==> src/rtl/axi_dma_writer_if.sv <==
// rtl/axi_dma_writer_if.sv - AXI3 bus bundle used by the DMA write engine
interface axi_ifc;
  logic [5:0]  awid;
  logic [31:0] awaddr;
  logic [3:0]  awlen;
  logic [2:0]  awsize;
  logic [1:0]  awburst;
  logic [1:0]  awlock;
  logic [3:0]  awcache;
  logic        awvalid;
  logic        awready;
  logic [5:0]  wid;
  logic [31:0] wdata;
  logic [3:0]  wstrb;
  logic        wlast;
  logic        wvalid;
  logic        wready;
  logic [5:0]  bid;
  logic [1:0]  bresp;
  logic        bvalid;
  logic        bready;
  logic [5:0]  arid;
  logic [31:0] araddr;
  logic [3:0]  arlen;
  logic [2:0]  arsize;
  logic [1:0]  arburst;
  logic [1:0]  arlock;
  logic [3:0]  arcache;
  logic        arvalid;
  logic        arready;
  logic [5:0]  rid;
  logic [31:0] rdata;
  logic [1:0]  rresp;
  logic        rlast;
  logic        rvalid;
  logic        rready;

  modport master (
    output awid, awaddr, awlen, awsize, awburst, awlock, awcache, awvalid,
    input  awready,
    output wid, wdata, wstrb, wlast, wvalid,
    input  wready,
    input  bid, bresp, bvalid,
    output bready,
    output arid, araddr, arlen, arsize, arburst, arlock, arcache, arvalid,
    input  arready,
    input  rid, rdata, rresp, rlast, rvalid,
    output rready
  );
endinterface

==> src/rtl/axi_dma_writer.sv <==
// rtl/axi_dma_writer.sv - stream-to-memory AXI3 writer issuing 64-byte INCR bursts
module axi_dma_writer (
  input  logic        clk,
  input  logic        reset,
  axi_ifc.master      m,
  input  logic [31:0] i_data,
  input  logic        i_valid,
  output logic        o_ready,
  input  logic        i_start,
  input  logic [31:0] i_baseaddr,
  input  logic [15:0] i_burst_count,
  output logic        o_busy,
  output logic        o_done,
  output logic        o_error
);

  typedef enum logic [2:0] {IDLE, FILL, WADDR, WDATA, WRESP, DONE} state_t;

  state_t      state;
  logic [31:0] data_buf [16];
  logic [4:0]  fill_idx;
  logic [3:0]  drain_idx;
  logic [31:0] txn_addr;
  logic [15:0] txn_count;
  logic        awvalid;
  logic        wvalid;
  logic        wlast;
  logic        bready;
  logic        take;
  logic        unused_inputs;

  assign o_ready = (state == FILL) && !fill_idx[4];
  assign take    = i_valid && o_ready;

  // A whole burst is staged before AW, so W never waits on the producer.
  always_ff @(posedge clk) begin
    if (take) data_buf[fill_idx[3:0]] <= i_data;
  end

  always_ff @(posedge clk) begin
    if (reset) begin
      state     <= IDLE;
      fill_idx  <= '0;
      drain_idx <= '0;
      txn_addr  <= '0;
      txn_count <= '0;
      awvalid   <= 1'b0;
      wvalid    <= 1'b0;
      wlast     <= 1'b0;
      bready    <= 1'b0;
      o_busy    <= 1'b0;
      o_done    <= 1'b0;
      o_error   <= 1'b0;
    end else begin
      o_done <= 1'b0;
      case (state)
        IDLE: begin
          if (i_start) begin
            txn_addr  <= {i_baseaddr[31:6], 6'b0};
            txn_count <= i_burst_count;
            o_error   <= 1'b0;
            o_busy    <= 1'b1;
            fill_idx  <= '0;
            state     <= (i_burst_count == 16'd0) ? DONE : FILL;
          end
        end
        FILL: begin
          if (take) begin
            fill_idx <= fill_idx + 5'd1;
            if (fill_idx == 5'd15) begin
              awvalid <= 1'b1;
              state   <= WADDR;
            end
          end
        end
        WADDR: begin
          if (m.awready) begin
            awvalid   <= 1'b0;
            wvalid    <= 1'b1;
            wlast     <= 1'b0;
            drain_idx <= '0;
            state     <= WDATA;
          end
        end
        WDATA: begin
          if (m.wready) begin
            drain_idx <= drain_idx + 4'd1;
            wlast     <= (drain_idx == 4'd14);
            if (wlast) begin
              wvalid <= 1'b0;
              wlast  <= 1'b0;
              bready <= 1'b1;
              state  <= WRESP;
            end
          end
        end
        WRESP: begin
          if (m.bvalid) begin
            bready    <= 1'b0;
            if (m.bresp != 2'b00) o_error <= 1'b1;
            txn_count <= txn_count - 16'd1;
            txn_addr  <= txn_addr + 32'd64;
            fill_idx  <= '0;
            state     <= (txn_count == 16'd1) ? DONE : FILL;
          end
        end
        DONE: begin
          o_done <= 1'b1;
          o_busy <= 1'b0;
          state  <= IDLE;
        end
        default: state <= IDLE;
      endcase
    end
  end

  assign m.awid    = '0;
  assign m.awaddr  = txn_addr;
  assign m.awlen   = 4'd15;
  assign m.awsize  = 3'd2;
  assign m.awburst = 2'd1;
  assign m.awlock  = '0;
  assign m.awcache = '0;
  assign m.awvalid = awvalid;
  assign m.wid     = '0;
  assign m.wdata   = data_buf[drain_idx];
  assign m.wstrb   = 4'hF;
  assign m.wlast   = wlast;
  assign m.wvalid  = wvalid;
  assign m.bready  = bready;
  assign m.arid    = '0;
  assign m.araddr  = '0;
  assign m.arlen   = '0;
  assign m.arsize  = '0;
  assign m.arburst = '0;
  assign m.arlock  = '0;
  assign m.arcache = '0;
  assign m.arvalid = 1'b0;
  assign m.rready  = 1'b0;

  assign unused_inputs = ^{i_baseaddr[5:0], m.bid, m.arready, m.rid, m.rdata,
                           m.rresp, m.rlast, m.rvalid};

endmodule

==> src/flat_wrapper.sv <==
// flat-port wrapper written by rule: the top's interface ports become plain ports
module axi_dma_writer_flat 
  (clk, reset, i_data, i_valid, o_ready, i_start, i_baseaddr, i_burst_count, o_busy, o_done, o_error, m_awid, m_awaddr, m_awlen, m_awsize, m_awburst, m_awlock, m_awcache, m_awvalid, m_awready, m_wid, m_wdata, m_wstrb, m_wlast, m_wvalid, m_wready, m_bid, m_bresp, m_bvalid, m_bready, m_arid, m_araddr, m_arlen, m_arsize, m_arburst, m_arlock, m_arcache, m_arvalid, m_arready, m_rid, m_rdata, m_rresp, m_rlast, m_rvalid, m_rready);
  axi_ifc m_i ();
  input  logic clk;
  input  logic reset;
  input  logic [31:0] i_data;
  input  logic i_valid;
  output logic o_ready;
  input  logic i_start;
  input  logic [31:0] i_baseaddr;
  input  logic [15:0] i_burst_count;
  output logic o_busy;
  output logic o_done;
  output logic o_error;
  output wire logic [$bits(m_i.awid)-1:0] m_awid;
  output wire logic [$bits(m_i.awaddr)-1:0] m_awaddr;
  output wire logic [$bits(m_i.awlen)-1:0] m_awlen;
  output wire logic [$bits(m_i.awsize)-1:0] m_awsize;
  output wire logic [$bits(m_i.awburst)-1:0] m_awburst;
  output wire logic [$bits(m_i.awlock)-1:0] m_awlock;
  output wire logic [$bits(m_i.awcache)-1:0] m_awcache;
  output wire logic [$bits(m_i.awvalid)-1:0] m_awvalid;
  input wire logic [$bits(m_i.awready)-1:0] m_awready;
  output wire logic [$bits(m_i.wid)-1:0] m_wid;
  output wire logic [$bits(m_i.wdata)-1:0] m_wdata;
  output wire logic [$bits(m_i.wstrb)-1:0] m_wstrb;
  output wire logic [$bits(m_i.wlast)-1:0] m_wlast;
  output wire logic [$bits(m_i.wvalid)-1:0] m_wvalid;
  input wire logic [$bits(m_i.wready)-1:0] m_wready;
  input wire logic [$bits(m_i.bid)-1:0] m_bid;
  input wire logic [$bits(m_i.bresp)-1:0] m_bresp;
  input wire logic [$bits(m_i.bvalid)-1:0] m_bvalid;
  output wire logic [$bits(m_i.bready)-1:0] m_bready;
  output wire logic [$bits(m_i.arid)-1:0] m_arid;
  output wire logic [$bits(m_i.araddr)-1:0] m_araddr;
  output wire logic [$bits(m_i.arlen)-1:0] m_arlen;
  output wire logic [$bits(m_i.arsize)-1:0] m_arsize;
  output wire logic [$bits(m_i.arburst)-1:0] m_arburst;
  output wire logic [$bits(m_i.arlock)-1:0] m_arlock;
  output wire logic [$bits(m_i.arcache)-1:0] m_arcache;
  output wire logic [$bits(m_i.arvalid)-1:0] m_arvalid;
  input wire logic [$bits(m_i.arready)-1:0] m_arready;
  input wire logic [$bits(m_i.rid)-1:0] m_rid;
  input wire logic [$bits(m_i.rdata)-1:0] m_rdata;
  input wire logic [$bits(m_i.rresp)-1:0] m_rresp;
  input wire logic [$bits(m_i.rlast)-1:0] m_rlast;
  input wire logic [$bits(m_i.rvalid)-1:0] m_rvalid;
  output wire logic [$bits(m_i.rready)-1:0] m_rready;
  assign m_awid = m_i.awid;
  assign m_awaddr = m_i.awaddr;
  assign m_awlen = m_i.awlen;
  assign m_awsize = m_i.awsize;
  assign m_awburst = m_i.awburst;
  assign m_awlock = m_i.awlock;
  assign m_awcache = m_i.awcache;
  assign m_awvalid = m_i.awvalid;
  assign m_i.awready = m_awready;
  assign m_wid = m_i.wid;
  assign m_wdata = m_i.wdata;
  assign m_wstrb = m_i.wstrb;
  assign m_wlast = m_i.wlast;
  assign m_wvalid = m_i.wvalid;
  assign m_i.wready = m_wready;
  assign m_i.bid = m_bid;
  assign m_i.bresp = m_bresp;
  assign m_i.bvalid = m_bvalid;
  assign m_bready = m_i.bready;
  assign m_arid = m_i.arid;
  assign m_araddr = m_i.araddr;
  assign m_arlen = m_i.arlen;
  assign m_arsize = m_i.arsize;
  assign m_arburst = m_i.arburst;
  assign m_arlock = m_i.arlock;
  assign m_arcache = m_i.arcache;
  assign m_arvalid = m_i.arvalid;
  assign m_i.arready = m_arready;
  assign m_i.rid = m_rid;
  assign m_i.rdata = m_rdata;
  assign m_i.rresp = m_rresp;
  assign m_i.rlast = m_rlast;
  assign m_i.rvalid = m_rvalid;
  assign m_rready = m_i.rready;
  axi_dma_writer u_core (.clk(clk), .reset(reset), .m(m_i), .i_data(i_data), .i_valid(i_valid), .o_ready(o_ready), .i_start(i_start), .i_baseaddr(i_baseaddr), .i_burst_count(i_burst_count), .o_busy(o_busy), .o_done(o_done), .o_error(o_error));
endmodule
==> config.mk <==
export PLATFORM = sky130hd
export DESIGN_NAME = axi_dma_writer_flat
export DESIGN_NICKNAME = d
export VERILOG_FILES = /design/src/rtl/axi_dma_writer_if.sv /design/src/rtl/axi_dma_writer.sv /design/src/flat_wrapper.sv
export SDC_FILE = /design/constraint.sdc
export NUM_CORES = 1
export LEC_CHECK = 0
export CAP_MARGIN = 15
export CELL_PAD_IN_SITES_DETAIL_PLACEMENT = 1
export CELL_PAD_IN_SITES_GLOBAL_PLACEMENT = 2
export CORE_MARGIN = 5
export CORE_UTILIZATION = 41
export DETAILED_ROUTE_END_ITERATION = 8
export PLACE_DENSITY_LB_ADDON = 0.1
export SETUP_SLACK_MARGIN = 0.02
export SLEW_MARGIN = 15
export SYNTH_ARGS = -nofsm -noshare
export SYNTH_HDL_FRONTEND = slang
export SYNTH_SLANG_ARGS = --single-unit
export TNS_END_PERCENT = 30
==> constraint.sdc <==
create_clock -name clk -period 5.3 [get_ports clk]
set_clock_uncertainty 0.1 [all_clocks]
set_input_delay 1.06 -clock clk [delete_from_list [all_inputs] [get_ports clk]]
set_output_delay 1.06 -clock clk [all_outputs]
set_load 0.1 [all_outputs]
==> results of run 1 <==
[cell families after synthesis]
logic type,synth area share [%]
flops,70.48
simple gates,5.056
buf+inv,4.453
mux,15.49
compound gates,3.739
fa+ha+maj,0.5288
xor+xnor,0.2221
other cells,0.03174
[through the flow]
| stage | util, % | setup WS, ns | total power, mW |
|---|---|---|---|
| 3_5_place_dp | 45.03 | 1.006 | 6.820 |
| 2_1_floorplan | - | 0.6085 | 6.448 |
| 4_1_cts | 48.32 | 0.3249 | 10.93 |
| 3_3_place_gp | 45.03 | 1.016 | 6.801 |
| 5_1_grt | 48.32 | 0.2653 | 11.21 |
| 6_report | 48.33 | 0.4483 | 10.79 |
[per-layer routing]
layer / GRT usage (%) / up-vias / wire, um
li1: - / 5460 / -
met1: 26.02 / 6664 / 25890
met2: 31.16 / 245 / 29940
met3: 2.918 / 71 / 2206
met4: 4.553 / 0 / 1039
met5: 0 / - / 0
[layout by cell type, fill, tap and decap left out, types with 5 or more instances in the layout]
master           netlist  layout
nor2_4                 0      12
nand2_1               48      48
clkbuf_1              40      17
clkinv_2               0      10
nor3_4                 1       5
nor4_1                 7       7
a211oi_1              12      12
a21oi_1               42      42
nand2b_1               6       6
or3_1                  5       5
a22oi_1                5       5
nor3_1                32      27
a311oi_1               7       7
nand4_1               15      15
edfxtp_1             512     512
o21ai_0               32      32
bufinv_16              0       5
a31oi_1                9       9
mux4_2               160     160
buf_4                 93      59
clkbuf_16              0      60
dfxtp_1               65      61
and2_1                10      10
nand3_1               12      12
and3_1                 8       8
clkdlybuf4s50_1        0     123
nor2_1                59      47
ha_1                  10      10
o31ai_1                5       5
clkinv_1               0      12
conb_1                 2      92
mux2i_1                5       5
inv_1                 16      16
[synthesized netlist by cell type, types with 3 or more instances]
library cell	instances	area share, %
nand4_1	15	0.40
and2_1	10	0.26
and3_1	8	0.21
ha_1	10	0.53
clkbuf_1	40	0.63
nor4b_1	4	0.15
a311oi_1	7	0.26
a211oi_1	12	0.38
nand3_1	12	0.25
nand2b_1	6	0.16
o31ai_1	5	0.16
nor4_1	7	0.19
dfxtp_1	65	5.5
and4_1	4	0.15
xor2_1	4	0.15
a21oi_1	42	0.89
nor3b_1	3	0.095
mux2i_1	5	0.21
a31o_2	3	0.11
or4_1	4	0.13
o21ai_0	32	0.68
mux4_2	160	15
a22oi_1	5	0.16
a31oi_1	9	0.24
nor2_1	59	0.94
o221ai_1	4	0.15
inv_1	16	0.25
or3_1	5	0.13
buf_1	5	0.079
edfxtp_1	512	65
buf_4	93	3.0
nor3_1	32	0.68
buf_2	23	0.49
a22o_1	3	0.11
nand2_1	48	0.76
[final cells by class]
class	instances	area, sq um
sequential	577	16690
timing repair buffer	187	1759
clock buffer	77	1565
multi-input combinational	642	6420
inverter	16	60.06
antenna	2	5.005
clock inverter	34	324.1
fill	5451	29700
tap	765	957.2
[state kept, by name (all words and copies together), names as in the netlist, named ones only]
name	cells
u_core.state	3
u_core.data_buf	512
u_core.o_error	1
u_core.o_busy	1
u_core.drain_idx	4
u_core.o_done	1
u_core.txn_count	16
u_core.m.awaddr	26
u_core.m.wlast	1
u_core.m.wvalid	1
u_core.m.bready	1
u_core.m.awvalid	1
u_core.fill_idx	5
[power breakdown]
| part | leakage, nW | internal, mW | switching (mW) |
|---|---|---|---|
| combinational | 2.62 | 0.360 | 1.20 |
| sequential | 5.14 | 5.05 | 0.107 |
| clock | 0.913 | 2.33 | 1.75 |
| total | 8.67 | 7.74 | 3.05 |
[final timing paths]
path                    from                 endpoint  depth (start not counted)
max                flip-flop               m_wdata[9]                          4
min reg2reg  u_core.m.bready          u_core.m.bready                          2
max reg2reg  u_core.state[0]  u_core.data_buf[14][21]                          5
min          u_core.m.bready          u_core.m.bready                          2
[worst reg2reg max path: stages, from the launching register on]
cell	delay, ns
dfxtp_1	0.66
nor4b_2	0.33
and2_1	0.45
nand2_1	0.35
nor2_4	0.70
buf_4	0.38
==> run metrics, run 1 <==
CP max stage delay 0.99 ns; Worst EP required 4.14 ns; setup TNS after final layout 0 ns; slowest CP cell clkdlybuf4s50_1; Top Ports 296; Die ar. 0.06261 sq mm; RSZ-0062 raised after global routing false; Synth warnings 0; CTS H-tree depth 2; Die X 250.2 um; Peak VDD IR 294.4 uV; Setup crit start kind flip-flop; die height 250.2 um; GP Congestion 0.7542; Syn Std Cell Area 0.02366 sq mm; vias in the first global route 13,400; HPWL after DPL 34,330 um; Crit. End Element output pin; Slew HR 28.50%; placed cells 2,187; crit-path cells buf_4 > mux4_2 > mux4_2 > clkdlybuf4s50_1; initial antenna violation count 2; fraction of the cycle the final worst path needs 91.54%; Seq/Total Area, Yosys 70.48%; CTS tree built; EDFF count, synth 512; number of buffers added on ports 148; final setup fails 0; dominant synthesized flop cell edfxtp_1; Max Root-Sink Buffers 3; Core ar. 0.05748 sq mm; final hold vios 0; CTS Buf Count 60; DRT antenna net count 0; Root Driver clkbuf_16; async set or reset register ratio after synthesis 0%; WL final 59,070 um; post-CTS setup buffer count 0; later-pin clock latency in the skew report 0.62 ns; largest net degree at the start of global routing 63; number of cell rows 88; crit path kind flip-flop to output pin; share of cells above drive strength 1 22.24%; HP Class flip-flop to flip-flop; vias 12,440; dpl cell area 0.02588 sq mm; Leakage 8.669 nW; Distinct cells, synth 64; global-route wire length before repair 88,420 um; #FFs+latches synth 577; WP buf/inv 2; pwr dens 388.4 mW/mm^2; WL/cell 25.68 um; CTS resizes 0; Critical Path AT 3.69 ns; most numerous cell on the critical path mux4_2; Max-Cap Viols 0; Worst-Margin Slew 1.069 ns; crit-path leading delay family buffers and inverters; Total GRT Usage 18.64%; clk sinks 577; post-route DRC violation count 0; first-pass detailed-route iteration total 4; register-to-register path setup slack 2.01 ns; Area Overhead vs Synth 17.40%; Initial DRC Count 751; clock-pin slew on the worst setup and hold paths 0.06 ns; fin nets 1,632; Final Hold Slack 0.3631 ns; Final Instance Count excl. Fillers 2,300; GR Overflow Total 0; fin crit period 4.852 ns; Slew Limit Fails 0; DR vias/cell 5.409; # hold bufs at CTS 0; worst-path fanout max 23; Initial Util 41.17%; fmax 206.1 MHz; Final Cell Area 0.02778 sq mm; outcome complete, no violations; synthesized area per cell 18.10 sq um; cells after synthesis 1,307
Note: power is estimated with default switching activity, not from simulation.
==> run 2: changes to the inputs <==
--- a/config.mk
+++ b/config.mk
@@ -13,6 +13,7 @@
 export DETAILED_ROUTE_END_ITERATION = 8
 export PLACE_DENSITY_LB_ADDON = 0.1
 export SETUP_SLACK_MARGIN = 0.02
+export SKIP_LAST_GASP = 1
 export SLEW_MARGIN = 15
 export SYNTH_ARGS = -nofsm -noshare
 export SYNTH_HDL_FRONTEND = slang
==> results of run 2 <==
The final DEF is identical to that of run 1; final timing and power are the same.
